**src/rtl/branch_cond_ctrl.sv**
```systemverilog
// branch_cond_ctrl: conditional-branch sequencer driving the flag mux, ALU compare and PC-write pulse
// Ports: clk/reset (async, active-high); start+opcode request from the main FSM;
//  flag_or/flag_gt/flag_zero/flag_nzero ALU flags; cnt_clr clears taken_cnt;
//  alu_sub, flag_sel, busy, done, pc_write_cond, illegal, taken_cnt outputs.
module branch_cond_ctrl #(
  parameter int         CNT_W  = 16,
  parameter logic [5:0] OP_BEQ = 6'h04,
  parameter logic [5:0] OP_BNE = 6'h05,
  parameter logic [5:0] OP_BLE = 6'h06,
  parameter logic [5:0] OP_BGT = 6'h07
) (
  input  logic             clk,
  input  logic             reset,
  input  logic             start,
  input  logic [5:0]       opcode,
  input  logic             flag_or,
  input  logic             flag_gt,
  input  logic             flag_zero,
  input  logic             flag_nzero,
  input  logic             cnt_clr,
  output logic             alu_sub,
  output logic [1:0]       flag_sel,
  output logic             busy,
  output logic             done,
  output logic             pc_write_cond,
  output logic             illegal,
  output logic [CNT_W-1:0] taken_cnt
);
  typedef enum logic [1:0] {IDLE, SETUP, COMMIT} state_t;
  state_t           state_q, state_d;
  logic [1:0]       flag_sel_q, flag_sel_d, dec_sel;
  logic             illegal_q, illegal_d, taken_q, taken_d;
  logic             accept, dec_ok, flag_mux;
  logic [CNT_W-1:0] cnt_q, cnt_d;

  always_ff @(posedge clk or posedge reset)
    if (reset) state_q <= IDLE;
    else       state_q <= state_d;

  always_comb begin
    state_d = state_q;
    case (state_q)
      IDLE:    state_d = start ? (dec_ok ? SETUP : COMMIT) : IDLE;
      SETUP:   state_d = COMMIT;
      default: state_d = IDLE;
    endcase
  end

  always_comb begin
    alu_sub       = state_q == SETUP;
    busy          = state_q != IDLE;
    done          = state_q == COMMIT;
    pc_write_cond = done & taken_q & ~illegal_q;
    illegal       = done & illegal_q;
    flag_sel      = flag_sel_q;
    taken_cnt     = cnt_q;
  end

  always_comb begin
    accept   = (state_q == IDLE) & start;
    dec_ok   = (opcode == OP_BEQ) | (opcode == OP_BNE) | (opcode == OP_BLE) | (opcode == OP_BGT);
    dec_sel  = (opcode == OP_BEQ) ? 2'b10 :
               (opcode == OP_BNE) ? 2'b11 :
               (opcode == OP_BLE) ? 2'b00 : 2'b01;
    flag_mux = flag_sel_q[1] ? (flag_sel_q[0] ? flag_nzero : flag_zero)
                             : (flag_sel_q[0] ? flag_gt    : flag_or);
    // flags only reach state on the SETUP edge, so unknown flags elsewhere stay contained
    taken_d    = (state_q == SETUP) ? flag_mux : accept ? 1'b0 : taken_q;
    flag_sel_d = (accept & dec_ok) ? dec_sel : flag_sel_q;
    illegal_d  = accept ? ~dec_ok : illegal_q;
    // clear beats increment; saturate at all-ones
    cnt_d      = cnt_clr ? '0 : (pc_write_cond & ~&cnt_q) ? cnt_q + 1'b1 : cnt_q;
  end

  always_ff @(posedge clk or posedge reset)
    if (reset) begin
      flag_sel_q <= 2'b00;
      illegal_q  <= 1'b0;
      taken_q    <= 1'b0;
      cnt_q      <= '0;
    end else begin
      flag_sel_q <= flag_sel_d;
      illegal_q  <= illegal_d;
      taken_q    <= taken_d;
      cnt_q      <= cnt_d;
    end
endmodule
```
**config.mk**
```make
export PLATFORM = sky130hd
export DESIGN_NAME = branch_cond_ctrl
export DESIGN_NICKNAME = d
export VERILOG_FILES = /design/src/rtl/branch_cond_ctrl.sv
export SDC_FILE = /design/constraint.sdc
export NUM_CORES = 1
export LEC_CHECK = 0
export BUFFER_PORTS_ARGS = -buffer_cell sky130_fd_sc_hd__buf_2
export CAP_MARGIN = 20
export CORE_ASPECT_RATIO = 0.7
export CORE_MARGIN = 4
export CORE_UTILIZATION = 53
export DETAILED_ROUTE_END_ITERATION = 12
export PLACE_DENSITY = 0.82
export SYNTH_ARGS = -nofsm -noshare
export SYNTH_HDL_FRONTEND = slang
export SYNTH_SLANG_ARGS = --single-unit
```
**constraint.sdc**
```tcl
create_clock -name clk -period 2.8 [get_ports clk]
set_input_delay 0.28 -clock clk [delete_from_list [all_inputs] [get_ports clk]]
set_output_delay 0.28 -clock clk [all_outputs]
set_load 0.02 [all_outputs]
```
==> impl_metrics.py, run 1 <==
metrics = {
    "synth": {
        "async_flop_share_pct": 100,
        "yosysTopAreaCell": "dfrtp_1",
        "synth_top_family_by_area": "simple AND/OR/NAND/NOR gates",
        "synth_area_leaders": "dfrtp_1 (46%), a21oi_1 (5.0%), nor2_1 (3.1%)",
        "synth-edff-count": 0,
        "synth-simple-area-share_pct": 30.7,
        "netlist_instances": 128,
        "synthMuxAreaShare_pct": 3.75,
        "synth_commonest_cells": "dfrtp_1 (22), a21oi_1 (12), nor2_1 (10)",
        "synth_fa_ha_area_share_pct": 1.04,
        "synth-seq-cells": 22,
        "syn_nets": 143,
        "synth_seq_area_share_pct": 45.8,
        "synth_compound_area_share_pct": 14.9,
        "synth_cell_types": 35,
        "syn_area_per_cell_sq_um": 9.38,
        "synthMostInstantiatedCell": "dfrtp_1",
        "syn_area_sq_mm": 0.00120,
        "ys.flop_type": "dfrtp_1",
        "netlist.area_leader.share_pct": 45.8,
        "synthXorXnorAreaFrac_pct": 0,
        "yosys_warnings": 0,
    },
    "critical_path": {
        "arrival_ns": 2.22,
        "crit_path_max_incr_delay_ns": 0.53,
        "crit_chain": "nand4_1 -> or4_4 -> or3_1 -> a221oi_1",
        "cp.required_ns": 3.01,
        "end_kind": "flip-flop",
        "critPathLaunchType": "flip-flop",
        "crit_family": "simple AND/OR/NAND/NOR gates",
        "critPathBufInv": 0,
        "cp_slowest_cell": "or4_4",
        "crit_fanout": 7,
        "crit_type": "reg2reg",
    },
    "placement": {
        "port_buffers": 36,
        "placedCellCount": 193,
        "routabilityCongestion": 0.777,
        "hpwlAfterDp_mm": 2.19,
        "place_area_sq_mm": 0.00141,
    },
    "die": {
        "chipWidth_um": 64.9,
        "die_area_sq_mm": 0.00310,
        "die_h_um": 47.8,
        "num_rows": 14,
        "start_util_pct": 55.7,
        "core_sq_mm": 0.00215,
        "ios": 37,
    },
    "clock_network": {
        "htreeDepth": 1,
        "clockBufferDepth": 2,
        "postCtsSetupRepairBufs": 0,
        "clockRootBuffer": "clkbuf_4",
        "numCtsBuffers": 3,
        "cts_tree": "built",
        "cts_hold_buf": 0,
        "postCtsResizedCells": 0,
        "cts.sinks": 22,
        "clk_latency_ns": 0.31,
        "path_clk_slew_ns": 0.12,
    },
    "global_routing": {
        "grt_pass1_vias": 1032,
        "grt_antenna_before_repair": 0,
        "grt_pass1_wl_mm": 4.95,
        "track_usage_pct": 21.2,
        "grt_max_degree": 23,
        "grt-ovfl-total": 0,
    },
    "power_and_ir_drop": {
        "power_density_mw_per_mm2": 401,
        "ir_worst_vdd_uv": 267,
        "leakagePower_nw": 0.669,
        "p_total_uw": 581,
    },
    "layout": {
        "fin_nets": 181,
        "syn_to_final_growth_pct": 20.7,
        "seqCellArea_sq_um": 551,
        "stdcell_count": 197,
        "fillCellCount": 179,
        "multiInputGateArea_sq_um": 606,
        "diodes": 0,
        "stdcell_area_sq_mm": 0.00145,
        "drive_above_1_share_pct": 32.1,
    },
    "drt": {
        "detail-route-antenna-nets": 0,
        "wl_mm": 2.85,
        "wire_per_inst_um": 14.4,
        "drc": 0,
        "drt_iter0_drc": 34,
        "viasPerCell": 5.62,
        "drt_pass1_iterations": 4,
        "vias": 1108,
    },
    "sta": {
        "hold_viol": 0,
        "rsz0062_at_grt": "no",
        "holdWs_ns": 0.101,
        "finalSetupTns_ns": 0,
        "fin_crit_ns": 2.01,
        "setup_viol": 0,
        "finClkSkew_ns": 0.00916,
        "period_share_pct": 71.7,
        "finalMaxSlewViolations": 0,
        "clock.fmax_ghz": 0.498,
        "max_slew_margin_pct": 45.5,
        "tightest_slew_ns": 0.816,
    },
    "outcome": {
        "status": "finished, final reports clean",
    },
    "min_path": {
        "hold_class": "in2async",
    },
    "job": {
        "maxCapViolCount": 0,
    },
}
worst reg2reg max path, delay by kind of cell (launching register included):
family | cells | cell delay [ns]
AOI/OAI and AO/OA | 1 | 0.29
DFF | 1 | 0.45
and+or+nand+nor | 3 | 1.18
final cells by class:
class                   count  area share (%)
clock buffers               4            2.50
well taps                  32            2.76
multi-input cells          94            41.8
flip-flops and latches     22            38.0
inverters                   8            2.07
repair buffers             37            12.9
metal layers:
| metal | global-route usage (%) | vias up | part of all wire, % |
|---|---|---|---|
| met1 | 29.5 | 530 | 47 |
| met4 | 3.78 | 0 | 0.46 |
| li1 | - | 546 | - |
| met2 | 34.6 | 30 | 47 |
| met5 | 0 | - | 0 |
| met3 | 5.16 | 2 | 5.5 |
stage by stage:
stage | utilization [%] | worst slack [ns]
final | 67.3 | 0.792
after global routing | 67.3 | 0.654
after CTS | 67.3 | 0.797
after detailed placement | 65.6 | 0.847
after global placement | 65.6 | 0.935
after floorplan | - | 0.927
where the power goes:
| group | leakage [nW] | total (mW) | switching [mW] | internal (mW) |
|---|---|---|---|---|
| logic | 0.349 | 0.0685 | 0.0385 | 0.0300 |
| registers | 0.298 | 0.337 | 0.00950 | 0.327 |
| clock network | 0.0210 | 0.176 | 0.0966 | 0.0794 |
path summary, 6_finish.rpt:
kind	end	cells after the start	start	slack, ns
min in group clk	flag_sel[1]	2	opcode[1]	0.14
setup / recovery	taken_cnt[15]	4	taken_cnt[8]	0.79
setup reg to reg	taken_cnt[15]	4	taken_cnt[8]	0.79
hold / removal	flag_sel[1]	2	reset	0.10
max in group asynchronous	taken_cnt[5]	2	reset	2.19
hold reg to reg	flag_sel[1]	2	flag_sel[1]	0.54
cell usage in the layout (no fill, tap or decap), types with 6 or more instances in the layout:
cell type | Yosys | final
dfrtp_1 | 22 | 22
nand2_1 | 9 | 9
o21ai_0 | 7 | 7
inv_1 | 8 | 8
nor2_1 | 10 | 10
a21oi_1 | 12 | 12
buf_2 | 0 | 36
or3_1 | 6 | 6
registers in the layout, summed over array words and instances, names as in the netlist:
signal     flops
taken_cnt     16
flag_sel       2
state_q        2
illegal_q      1
taken_q        1
kinds of logic after synthesis:
group	count (synthesis)
simple gates	60
compound gates	30
flops	22
buf+inv	12
mux	3
fa+ha+maj	1
No activity file was read; power rests on OpenSTA's default activity.
==> run 2, diff against run 1 <==
- ABC_AREA: not set -> 1
- CORE_UTILIZATION: 53 -> 46
- PLACE_DENSITY: 0.82 -> 0.74
- clock period: 2.8 -> 1.7 ns (I/O delays scaled with it)
==> impl_metrics.py, run 2 <==
metrics = {
    "power_and_ir_drop": {
        "power_density_mw_per_mm2": 620,
        "ir_worst_vdd_uv": 459,
        "leakagePower_nw": 0.981,
    },
    "critical_path": {
        "end_kind": "flip-flop",
        "crit_fanout": 6,
        "crit_type": "reg2reg",
        "cp.required_ns": 1.86,
        "regToRegStartpoint": "taken_cnt[1]",
        "arrival_ns": 1.77,
        "critPathLaunchType": "flip-flop",
        "crit_path_start": "taken_cnt[1]",
    },
    "job": {
        "maxCapViolCount": 0,
    },
    "clock_network": {
        "htreeDepth": 1,
        "path_clk_slew_ns": 0.08,
        "postCtsResizedCells": 0,
        "cts.sinks": 22,
        "clockRootBuffer": "clkbuf_8",
        "numCtsBuffers": 3,
        "clk_latency_ns": 0.26,
        "cts_tree": "built",
        "clockBufferDepth": 2,
    },
    "placement": {
        "place_ws_ns": 0.0589,
        "hpwlAfterDp_mm": 2.54,
        "port_buffers": 36,
        "routabilityCongestion": 0.840,
    },
    "drt": {
        "viasPerCell": 4.85,
        "vias": 1364,
        "drt_pass1_iterations": 4,
        "drc": 0,
        "wire_per_inst_um": 12.2,
        "wl_mm": 3.43,
        "drt_iter0_drc": 63,
        "detail-route-antenna-nets": 0,
    },
    "layout": {
        "seqCellArea_sq_um": 551,
        "syn_to_final_growth_pct": 29.9,
        "fin_nets": 261,
        "drive_above_1_share_pct": 28.2,
        "layout_commonest_cell": "nand2_1",
        "diodes": 0,
        "fillCellCount": 260,
        "multiInputGateArea_sq_um": 682,
        "final_cell_mix": "nand2_1 (66), buf_2 (36), nor2_1 (24)",
        "largest_reg_flops": 16,
    },
    "sta": {
        "hold_viol": 0,
        "max_slew_margin_pct": 65.2,
        "rsz0062_at_grt": "no",
        "setup_viol": 0,
        "period_share_pct": 95.0,
        "fin_crit_ns": 1.62,
        "finalSetupTns_ns": 0,
        "worst_slack_ns": 0.0847,
        "finalMaxSlewViolations": 0,
        "tightest_slew_ns": 0.521,
        "finClkSkew_ns": 0.00329,
        "clock.fmax_ghz": 0.619,
    },
    "die": {
        "ios": 37,
        "core_sq_mm": 0.00280,
        "num_rows": 16,
        "chipWidth_um": 72.5,
        "die_area_sq_mm": 0.00386,
        "die_h_um": 53.2,
        "start_util_pct": 47.9,
    },
    "outcome": {
        "status": "finished, final reports clean",
    },
    "synth": {
        "async_flop_share_pct": 100,
        "netlist.area_leader.share_pct": 41.0,
        "yosys_warnings": 0,
        "syn_area_per_cell_sq_um": 7.02,
        "synth_cell_types": 20,
        "synth_commonest_cells": "nand2_1 (66), nor2_1 (24), dfrtp_1 (22), inv_1 (22)",
        "synth-edff-count": 0,
        "synth_area_leaders": "dfrtp_1 (41%), nand2_1 (18%), nor2_1 (6.7%)",
        "ys.flop_type": "dfrtp_1",
        "yosysTopAreaCell": "dfrtp_1",
        "netlist_instances": 191,
        "synth-seq-cells": 22,
        "syn_nets": 206,
        "syn_area_sq_mm": 0.00134,
        "synthMostInstantiatedCell": "nand2_1",
        "synth_seq_area_share_pct": 41.0,
    },
    "global_routing": {
        "grt_antenna_before_repair": 0,
        "grt_max_degree": 23,
        "grt_pass1_vias": 1257,
        "track_usage_pct": 19.0,
        "grt_pass1_wl_mm": 5.63,
        "grt-ovfl-total": 0,
    },
    "min_path": {
        "min-delay-start": "opcode[1]",
        "hold_class": "in2reg",
    },
}
## run 2: power by group
group	total, mW	leakage [nW]	internal [mW]	switching, mW
clock network	0.373	0.0288	0.206	0.167
registers	0.558	0.296	0.541	0.0174
logic	0.149	0.656	0.0554	0.0932
total	1.08	0.981	0.803	0.277
## run 2: logic make-up after synthesis
logic type / synth area share (%)
AND/OR/NAND/NOR: 44.6
buffers and inverters: 8.12
flip-flops: 41.0
AO/OA/AOI/OAI: 3.36
XOR/XNOR: 1.96
adder cells (fa/ha/maj): 0.933
## run 2: layout make-up
type / count / share of cell area [%]
Clock buffer: 4 / 3.16
Inverter: 23 / 4.96
Timing Repair Buffer: 53 / 18.5
Sequential cell: 22 / 31.6
Tap cell: 36 / 2.59
Multi-Input combinational cell: 143 / 39.2
## run 2: worst max-delay path: stages (launching register included)
cell and delay, ns:
dfrtp_1 0.41, ha_1 0.23, nand3_1 0.12, inv_2 0.06
nand2_2 0.10, nor2_4 0.05, nor2_4 0.19, nor2_4 0.08
buf_4 0.16, nand2_1 0.06, nand2_1 0.05
## run 2: per-stage QoR
step / cell area, sq um / cells / power (mW) / hold WS, ns / utilization [%]
6_report: 1740 / 281 / 1.08 / 0.0608 / 62.1
5_1_grt: 1740 / 281 / 1.13 / 0.0760 / 62.1
4_1_cts: 1680 / 274 / 1.09 / 0.0584 / 59.8
3_5_place_dp: 1610 / 269 / 0.708 / 0.217 / 57.5
3_3_place_gp: 1610 / 269 / 0.706 / 0.217 / 57.5
2_1_floorplan: 1340 / 191 / 0.654 / 0.159 / -
## run 2: repair_timing
item                       4_1_cts  5_1_grt
hold endpoints to repair        22        0
setup endpoints to repair        0       14
setup buffers                    0        7
hold buffers                     1        0
## run 2: worst paths after layout
check | to | slack, ns | depth (start not counted)
worst max register to register | taken_cnt[9] | 0.08 | 10
worst max-delay path | taken_cnt[9] | 0.08 | 10
min in group asynchronous | flag_sel[1] | 0.47 | 4
max in group asynchronous | taken_cnt[6] | 1.01 | 4
worst min-delay path | flag_sel[1] | 0.06 | 2
worst min register to register | taken_q | 0.54 | 2
## run 2: metal layers
metal  up-vias  part of all wire [%]  global-route usage [%]
met4         0                  0.35                    2.15
met2        33                    42                    28.3
met1       615                    52                    28.2
li1        714                     -                       -
met5         -                     0                       0
met3         2                   6.0                    4.93
